**config.mk**
```make
export PLATFORM = sky130hd
export DESIGN_NAME = mem_stage
export DESIGN_NICKNAME = d
export VERILOG_FILES = /design/src/rtl/mem_stage_pkg.sv /design/src/rtl/mem_align.sv /design/src/rtl/mem_stage.sv
export SDC_FILE = /design/constraint.sdc
export NUM_CORES = 1
export LEC_CHECK = 0
export ABC_AREA = 1
export ABC_CLOCK_PERIOD_IN_PS = 4200
export BUFFER_PORTS_ARGS = -buffer_cell sky130_fd_sc_hd__buf_2
export CAP_MARGIN = 40
export CORE_MARGIN = 5
export CORE_UTILIZATION = 49
export DETAILED_ROUTE_END_ITERATION = 7
export PLACE_DENSITY = 0.81
export SLEW_MARGIN = 10
export SYNTH_ARGS = -nofsm -noshare
export SYNTH_HDL_FRONTEND = slang
export SYNTH_SLANG_ARGS = --single-unit
export TNS_END_PERCENT = 20
```
**constraint.sdc**
```tcl
create_clock -name clk -period 4.2 [get_ports clk]
set_input_delay 0.84 -clock clk [delete_from_list [all_inputs] [get_ports clk]]
set_output_delay 0.84 -clock clk [all_outputs]
set_load 0.05 [all_outputs]
```
**src/rtl/mem_stage_pkg.sv**
```systemverilog
// Shared types for the memory stage: LSU op codes, access-size codes,
// FSM state encoding and the byte-enable mask for each access size.
package mem_stage_pkg;

  typedef enum logic [1:0] {
    LSU_NONE  = 2'd0,
    LSU_LOAD  = 2'd1,
    LSU_STORE = 2'd2
  } lsu_op_e;

  // Access sizes carried in the low two bits of ex_size (funct3 style).
  localparam logic [1:0] SZ_B = 2'd0;
  localparam logic [1:0] SZ_H = 2'd1;
  localparam logic [1:0] SZ_W = 2'd2;
  localparam logic [1:0] SZ_D = 2'd3;

  typedef enum logic [1:0] {
    IDLE,
    REQ,
    WAIT_RSP,
    HOLD
  } state_e;

  // Byte-enable pattern of an access of the given size at lane 0.
  function automatic logic [7:0] size_mask(input logic [1:0] sz);
    case (sz)
      SZ_B:    return 8'h01;
      SZ_H:    return 8'h03;
      SZ_W:    return 8'h0F;
      default: return 8'hFF;
    endcase
  endfunction

endpackage

```
**src/rtl/mem_align.sv**
```systemverilog
// Lane steering for the memory stage: store byte enables and lane-replicated
// store data, plus load lane extraction with sign/zero extension.
module mem_align
  import mem_stage_pkg::*;
#(
  parameter int XLEN = 32,
  localparam int NB  = XLEN / 8,
  localparam int OW  = $clog2(NB)
) (
  input  logic [1:0]      st_size,
  input  logic [OW-1:0]   st_off,
  input  logic [XLEN-1:0] st_data,
  output logic [NB-1:0]   st_be,
  output logic [XLEN-1:0] st_wdata,
  input  logic [1:0]      ld_size,
  input  logic            ld_unsigned,
  input  logic [OW-1:0]   ld_off,
  input  logic [XLEN-1:0] ld_rdata,
  output logic [XLEN-1:0] ld_data
);

  logic [7:0]      mask8;
  logic [XLEN-1:0] shifted;
  logic [XLEN-1:0] keep;
  logic            sign;

  // Store side: size mask moved to the addressed lane, data copied into every lane.
  always_comb begin
    // NOTE: every combinational output gets a default first so no path leaves it unassigned (no latch).
    st_wdata = '0;
    mask8    = size_mask(st_size);
    st_be    = mask8[NB-1:0] << st_off;
    for (int i = 0; i < NB; i++) begin
      case (st_size)
        SZ_B:    st_wdata[i*8 +: 8] = st_data[7:0];
        SZ_H:    st_wdata[i*8 +: 8] = st_data[(i % 2)*8 +: 8];
        SZ_W:    st_wdata[i*8 +: 8] = st_data[(i % 4)*8 +: 8];
        default: st_wdata[i*8 +: 8] = st_data[(i % 8)*8 +: 8];
      endcase
    end
  end

  // Load side: bring the addressed lane down to bit 0, then extend above its top bit.
  always_comb begin
    shifted = ld_rdata >> {ld_off, 3'b000};
    case (ld_size)
      SZ_B: begin
        sign = shifted[7];
        keep = XLEN'(8'hFF);
      end
      SZ_H: begin
        sign = shifted[15];
        keep = XLEN'(16'hFFFF);
      end
      SZ_W: begin
        sign = shifted[31];
        keep = XLEN'(32'hFFFF_FFFF);
      end
      default: begin
        sign = shifted[XLEN-1];
        keep = '1;
      end
    endcase
    ld_data = (shifted & keep) | (~keep & {XLEN{sign & ~ld_unsigned}});
  end

endmodule

```
**src/rtl/mem_stage.sv**
```systemverilog
// Memory pipeline stage: accepts one op from execute, runs at most one data
// memory transaction, and holds the result for writeback until accepted.
module mem_stage
  import mem_stage_pkg::*;
#(
  parameter int XLEN   = 32,
  parameter int REG_AW = 5
) (
  input  logic                clk,
  input  logic                reset,
  input  logic                ex_valid,
  output logic                ex_ready,
  input  logic [XLEN-1:0]     ex_alu_res,
  input  logic [XLEN-1:0]     ex_wdata,
  input  logic [REG_AW-1:0]   ex_rd,
  input  logic [1:0]          ex_lsu_op,
  input  logic [2:0]          ex_size,
  output logic                dmem_req_valid,
  input  logic                dmem_req_ready,
  output logic [XLEN-1:0]     dmem_addr,
  output logic                dmem_we,
  output logic [XLEN/8-1:0]   dmem_be,
  output logic [XLEN-1:0]     dmem_wdata,
  input  logic                dmem_rsp_valid,
  input  logic [XLEN-1:0]     dmem_rdata,
  output logic                wb_valid,
  input  logic                wb_ready,
  output logic [REG_AW-1:0]   wb_rd,
  output logic [XLEN-1:0]     wb_data,
  output logic                wb_rf_we,
  output logic                wb_misalign
);

  localparam int NB = XLEN / 8;
  localparam int OW = $clog2(NB);

  state_e              state, state_nx;
  logic                xfer, is_mem, is_store, ex_misalign, mem_go;
  logic [XLEN-1:0]     addr_q, wdata_q, wb_data_q, ld_data, st_wdata;
  logic [NB-1:0]       be_q, st_be;
  logic [OW-1:0]       off_q;
  logic [1:0]          size_q;
  logic                uns_q, we_q, wb_rf_we_q, wb_mis_q;
  logic [REG_AW-1:0]   rd_q;

  assign ex_ready = (state == IDLE) || ((state == HOLD) && wb_ready);
  assign xfer     = ex_valid && ex_ready;
  assign is_store = (ex_lsu_op == LSU_STORE);
  assign is_mem   = (ex_lsu_op == LSU_LOAD) || is_store;
  assign mem_go   = is_mem && !ex_misalign;

  // Alignment rule per access size; a dword access is illegal on a 32-bit bus.
  always_comb begin
    case (ex_size[1:0])
      SZ_B:    ex_misalign = 1'b0;
      SZ_H:    ex_misalign = ex_alu_res[0];
      SZ_W:    ex_misalign = |ex_alu_res[1:0];
      default: ex_misalign = (XLEN == 32) || (|ex_alu_res[2:0]);
    endcase
  end

  mem_align #(.XLEN(XLEN)) u_align (
    .st_size     (ex_size[1:0]),
    .st_off      (ex_alu_res[OW-1:0]),
    .st_data     (ex_wdata),
    .st_be       (st_be),
    .st_wdata    (st_wdata),
    .ld_size     (size_q),
    .ld_unsigned (uns_q),
    .ld_off      (off_q),
    .ld_rdata    (dmem_rdata),
    .ld_data     (ld_data)
  );

  // State register.
  always_ff @(posedge clk or posedge reset) begin
    // NOTE: sequential state uses non-blocking assignments so every register samples pre-edge values.
    if (reset) state <= IDLE;
    else       state <= state_nx;
  end

  // Next-state logic; a HOLD that hands off and accepts in the same cycle avoids a bubble.
  always_comb begin
    state_nx = state;
    case (state)
      IDLE:     if (xfer) state_nx = mem_go ? REQ : HOLD;
      REQ:      if (dmem_req_ready) state_nx = WAIT_RSP;
      WAIT_RSP: if (dmem_rsp_valid) state_nx = HOLD;
      HOLD: begin
        if (xfer)          state_nx = mem_go ? REQ : HOLD;
        else if (wb_ready) state_nx = IDLE;
      end
      default:  state_nx = IDLE;
    endcase
  end

  // Request and result registers: captured on transfer, result updated on response.
  always_ff @(posedge clk or posedge reset) begin
    // NOTE: these are a handful of flops, not a memory array, so all of them get a reset value.
    if (reset) begin
      addr_q     <= '0;
      wdata_q    <= '0;
      be_q       <= '0;
      we_q       <= 1'b0;
      off_q      <= '0;
      size_q     <= '0;
      uns_q      <= 1'b0;
      rd_q       <= '0;
      wb_data_q  <= '0;
      wb_rf_we_q <= 1'b0;
      wb_mis_q   <= 1'b0;
    end else if (xfer) begin
      rd_q <= ex_rd;
      if (mem_go) begin
        addr_q  <= {ex_alu_res[XLEN-1:OW], {OW{1'b0}}};
        wdata_q <= st_wdata;
        be_q    <= st_be;
        we_q    <= is_store;
        off_q   <= ex_alu_res[OW-1:0];
        size_q  <= ex_size[1:0];
        uns_q   <= ex_size[2];
      end else begin
        // Plain ALU result, or the faulting address for a misaligned access.
        wb_data_q  <= ex_alu_res;
        wb_rf_we_q <= !is_mem && (ex_rd != '0);
        wb_mis_q   <= is_mem;
      end
    end else if ((state == WAIT_RSP) && dmem_rsp_valid) begin
      wb_data_q  <= we_q ? '0 : ld_data;
      wb_rf_we_q <= !we_q && (rd_q != '0);
      wb_mis_q   <= 1'b0;
    end
  end

  assign dmem_req_valid = (state == REQ);
  assign dmem_addr      = addr_q;
  assign dmem_we        = we_q;
  assign dmem_be        = be_q;
  assign dmem_wdata     = wdata_q;
  assign wb_valid       = (state == HOLD);
  assign wb_rd          = rd_q;
  assign wb_data        = wb_data_q;
  assign wb_rf_we       = wb_rf_we_q;
  assign wb_misalign    = wb_mis_q;

endmodule

```
==> summary.md <==
| Metric | Value |
|---|---|
| Hold WC Path Type | `in2async` |
| Via Count | `5873` |
| Number of DRC markers in iteration 0 | `569` |
| Sequential element share of the synthesized area | `50.2%` |
| H-tree Lvls | `4` |
| Netlist Area Pre-Place | `5630 um^2` |
| Worst reg2reg path depth | `9` |
| Inserted Clock Buffers | `17` |
| CTS root buf | `clkbuf_16` |
| Endpoints failing setup | `0` |
| Routed Antenna Nets | `0` |
| Starting Density | `49.7%` |
| Skew final | `0.00663 ns` |
| Cell-internal power | `0.00367 W` |
| Gr ovfl total | `0` |
| GR Util met2 | `42.8%` |
| Worst EP required | `4.46 ns` |
| Final GP Congestion | `0.906` |
| Final WL | `18600 um` |
| Gate power share | `53.0%` |
| Full die area | `13700 um^2` |
| M1 GR Usage | `34.4%` |
| Sw Ratio | `51.6%` |
| Worst VDD drop | `0.000618 V` |
| Pins Over Slew Limit | `0` |
| End point of the critical path | `wb_data[4]` |
| Final hold violation count | `0` |
| Sink Count | `113` |
| Yosys warning total | `0` |
| Port buffer count | `220` |
| Drt pass-1 iters | `5` |
| Leak Pwr | `3.94 nW` |
| Worst-Margin Slew | `0.807 ns` |
| Die width | `117 um` |
| Fin cells | `1094` |
| Avg Inst Size Synth | `7.67 um^2` |
| I/O Pins | `223` |
| CP Max Fanout | `30` |
| FMAX | `0.352 GHz` |
| Worst R2R End | `wb_rf_we` |
| DP Area | `6770 um^2` |
| Clk Latency, worst-skew pair | `0.41 ns` |
| Clock power share | `21.4%` |
| Critical Path Start Type | `input pin` |
| Post-synth cell types | `30` |
| Design area | `7450 um^2` |
| CTS tree | `done` |
| FF-to-FF Start | `state[0]` |
| Arr. time, crit path | `3.10 ns` |
| Max cap viols | `0` |
| Die Ht | `117 um` |
| Drt drc | `0` |
| Post-placement cell count | `1061` |
| # resized after CTS | `0` |
| # hold bufs at CTS | `0` |
| Minimum clock period after layout | `2.84 ns` |
| PD cells | `1020 nW/um^2` |
| Share of layout cells above drive strength 1 | `28.6%` |
| DR WL/cell | `17.0 um` |
| Most Crowded Layer GR | `met2` |
| Status | `finished clean` |
| Crit Path Class | `in2reg` |
| Synth Instances | `734` |
| Vias per std cell | `5.37` |
| Rows | `39` |
| Switch Pwr | `0.00391 W` |
| Max clock buf depth | `2` |
| Crit. End Element | `register` |
| First-pass GRT wire length | `28300 um` |
| Worst slew margin | `46.1%` |
| Setup Fix Bufs, Post-CTS | `0` |
| Syn-to-layout area delta | `32.2%` |
| Met3 Use GR | `7.92%` |
| Core Area | `11300 um^2` |
| Setup TNS | `0 ns` |
| Critical Path Source | `ex_size[1]` |
| Total GRT Usage | `26.8%` |
| Pin count of the biggest net entering global routing | `81` |
| Initial antenna violation count | `0` |
| Flop-to-flop setup slack | `1.49 ns` |
| RSZ-0062 raised after global routing | `no` |
| Worst-path clk slew | `0.05 ns` |
| Fin crit share | `67.6%` |
| Vias in the first global route | `5608` |
| Nets | `1050` |
| Post-DP HPWL | `13400 um` |
| Fillers | `1009` |
| Yosys reg bits | `113` |
| Reg power frac | `25.7%` |
-- final cells by class --
| cell class | instances | area, um^2 | area share [%] |
|---|---|---|---|
| multi-input combinational | 540 | 2440 | 32.8 |
| tap | 143 | 179 | 2.40 |
| timing repair buffer | 227 | 1180 | 15.9 |
| clock inverter | 10 | 178 | 2.39 |
| clock buffer | 22 | 494 | 6.64 |
| sequential | 113 | 2830 | 38.0 |
| antenna | 1 | 2.50 | 0.0336 |
| inverter | 38 | 145 | 1.95 |
-- kinds of logic after synthesis --
logic type	count (synthesis)	synth area share, %
and+or+nand+nor	377	27.2
other	1	0.0666
AOI/OAI and AO/OA	160	15.8
DFF	113	50.2
adders and majority gates	1	0.222
buffers and inverters	82	6.53
-- cell usage after synthesis (all sizes together) --
cell type / number / share of area, %
o21a: 2 / 0.27
nand4: 2 / 0.22
a22oi: 7 / 0.93
a31oi: 17 / 1.9
inv: 34 / 2.3
nor2: 79 / 5.7
a21oi: 55 / 4.9
o22ai: 4 / 0.44
nand2: 239 / 16
a21boi: 1 / 0.33
nand3: 54 / 4.8
clkinv: 4 / 0.27
clkbuf: 13 / 0.87
buf: 31 / 3.1
conb: 1 / 0.067
o211ai: 8 / 1.1
dfrtp: 113 / 50
ha: 1 / 0.22
o21ai: 64 / 5.7
nor3: 3 / 0.27
o21bai: 1 / 0.13
o31ai: 1 / 0.13
-- how the worst min path moves through the flow --
| stage | from | endpoint | cells past startpoint |
|---|---|---|---|
| global placement | dmem_addr[9] | dmem_addr[9] | 2 |
| floorplan | uns_q | uns_q | 2 |
| global route | reset | dmem_wdata[0] | 2 |
| finish | reset | dmem_wdata[4] | 2 |
| detailed placement | dmem_addr[11] | dmem_addr[11] | 2 |
| CTS | reset | dmem_wdata[4] | 2 |
-- layout by cell type, fill, tap and decap left out, types with 2 or more instances in the layout --
cell type | Yosys | routed
nand2_1 | 234 | 234
buf_2 | 24 | 220
dfrtp_1 | 113 | 113
nor2_1 | 76 | 76
a21oi_1 | 55 | 55
nand3_1 | 54 | 54
o21ai_0 | 52 | 52
inv_1 | 31 | 30
a31oi_1 | 17 | 17
clkbuf_16 | 0 | 17
o21ai_1 | 12 | 12
o211ai_1 | 8 | 8
a22oi_1 | 7 | 7
clkbuf_8 | 0 | 5
bufinv_16 | 0 | 5
buf_4 | 4 | 5
nand2_2 | 4 | 4
clkinv_1 | 4 | 4
o22ai_1 | 4 | 4
clkinv_2 | 0 | 4
inv_2 | 3 | 3
nor2_4 | 3 | 3
nor3_1 | 3 | 3
nand4_1 | 2 | 2
o21a_1 | 2 | 2
conb_1 | 1 | 2
-- stage by stage --
stage / utilization (%) / total power, W / setup WS (ns) / hold slack [ns]
after floorplan: - / 0.00500 / 0.373 / 0.443
after global placement: 59.4 / 0.00587 / 1.11 / 0.449
after detailed placement: 59.8 / 0.00595 / 1.05 / 0.453
after CTS: 65.8 / 0.00760 / 1.42 / 0.443
after global routing: 65.8 / 0.00801 / 1.19 / 0.467
final: 65.8 / 0.00759 / 1.36 / 0.430
-- per-layer routing --
metal,share of wire [%],routed length [um],vias up
met3,11,2020,36
li1,-,-,2822
met2,47,8720,303
met1,40,7340,2712
met4,2.5,470,0
met5,0,0,-
-- critical path: stages --
cell and delay, ns:
buf_2 0.19, nor2_4 0.35, nor2_1 0.10, nor2_1 0.09, nand2_1 0.16, nand2_4 0.30
nand2_2 0.41, inv_1 0.45, o21ai_0 0.19
-- power by group through the flow --
stage	clock network, W	registers (W)	logic (W)
after floorplan	0	0.00354	0.00146
after global placement	0	0.00198	0.00389
after detailed placement	0	0.00194	0.00400
after CTS	0.00163	0.00194	0.00402
after global routing	0.00169	0.00201	0.00430
final	0.00162	0.00195	0.00402
-- state kept, by name, summed over array words and instances (netlist names) --
register     cells
dmem_wdata      32
wb_data         32
dmem_addr       30
wb_rd            5
dmem_be          4
off_q            2
size_q           2
state            2
dmem_we          1
uns_q            1
wb_misalign      1
wb_rf_we         1
Power figures use the tool's default switching activity.
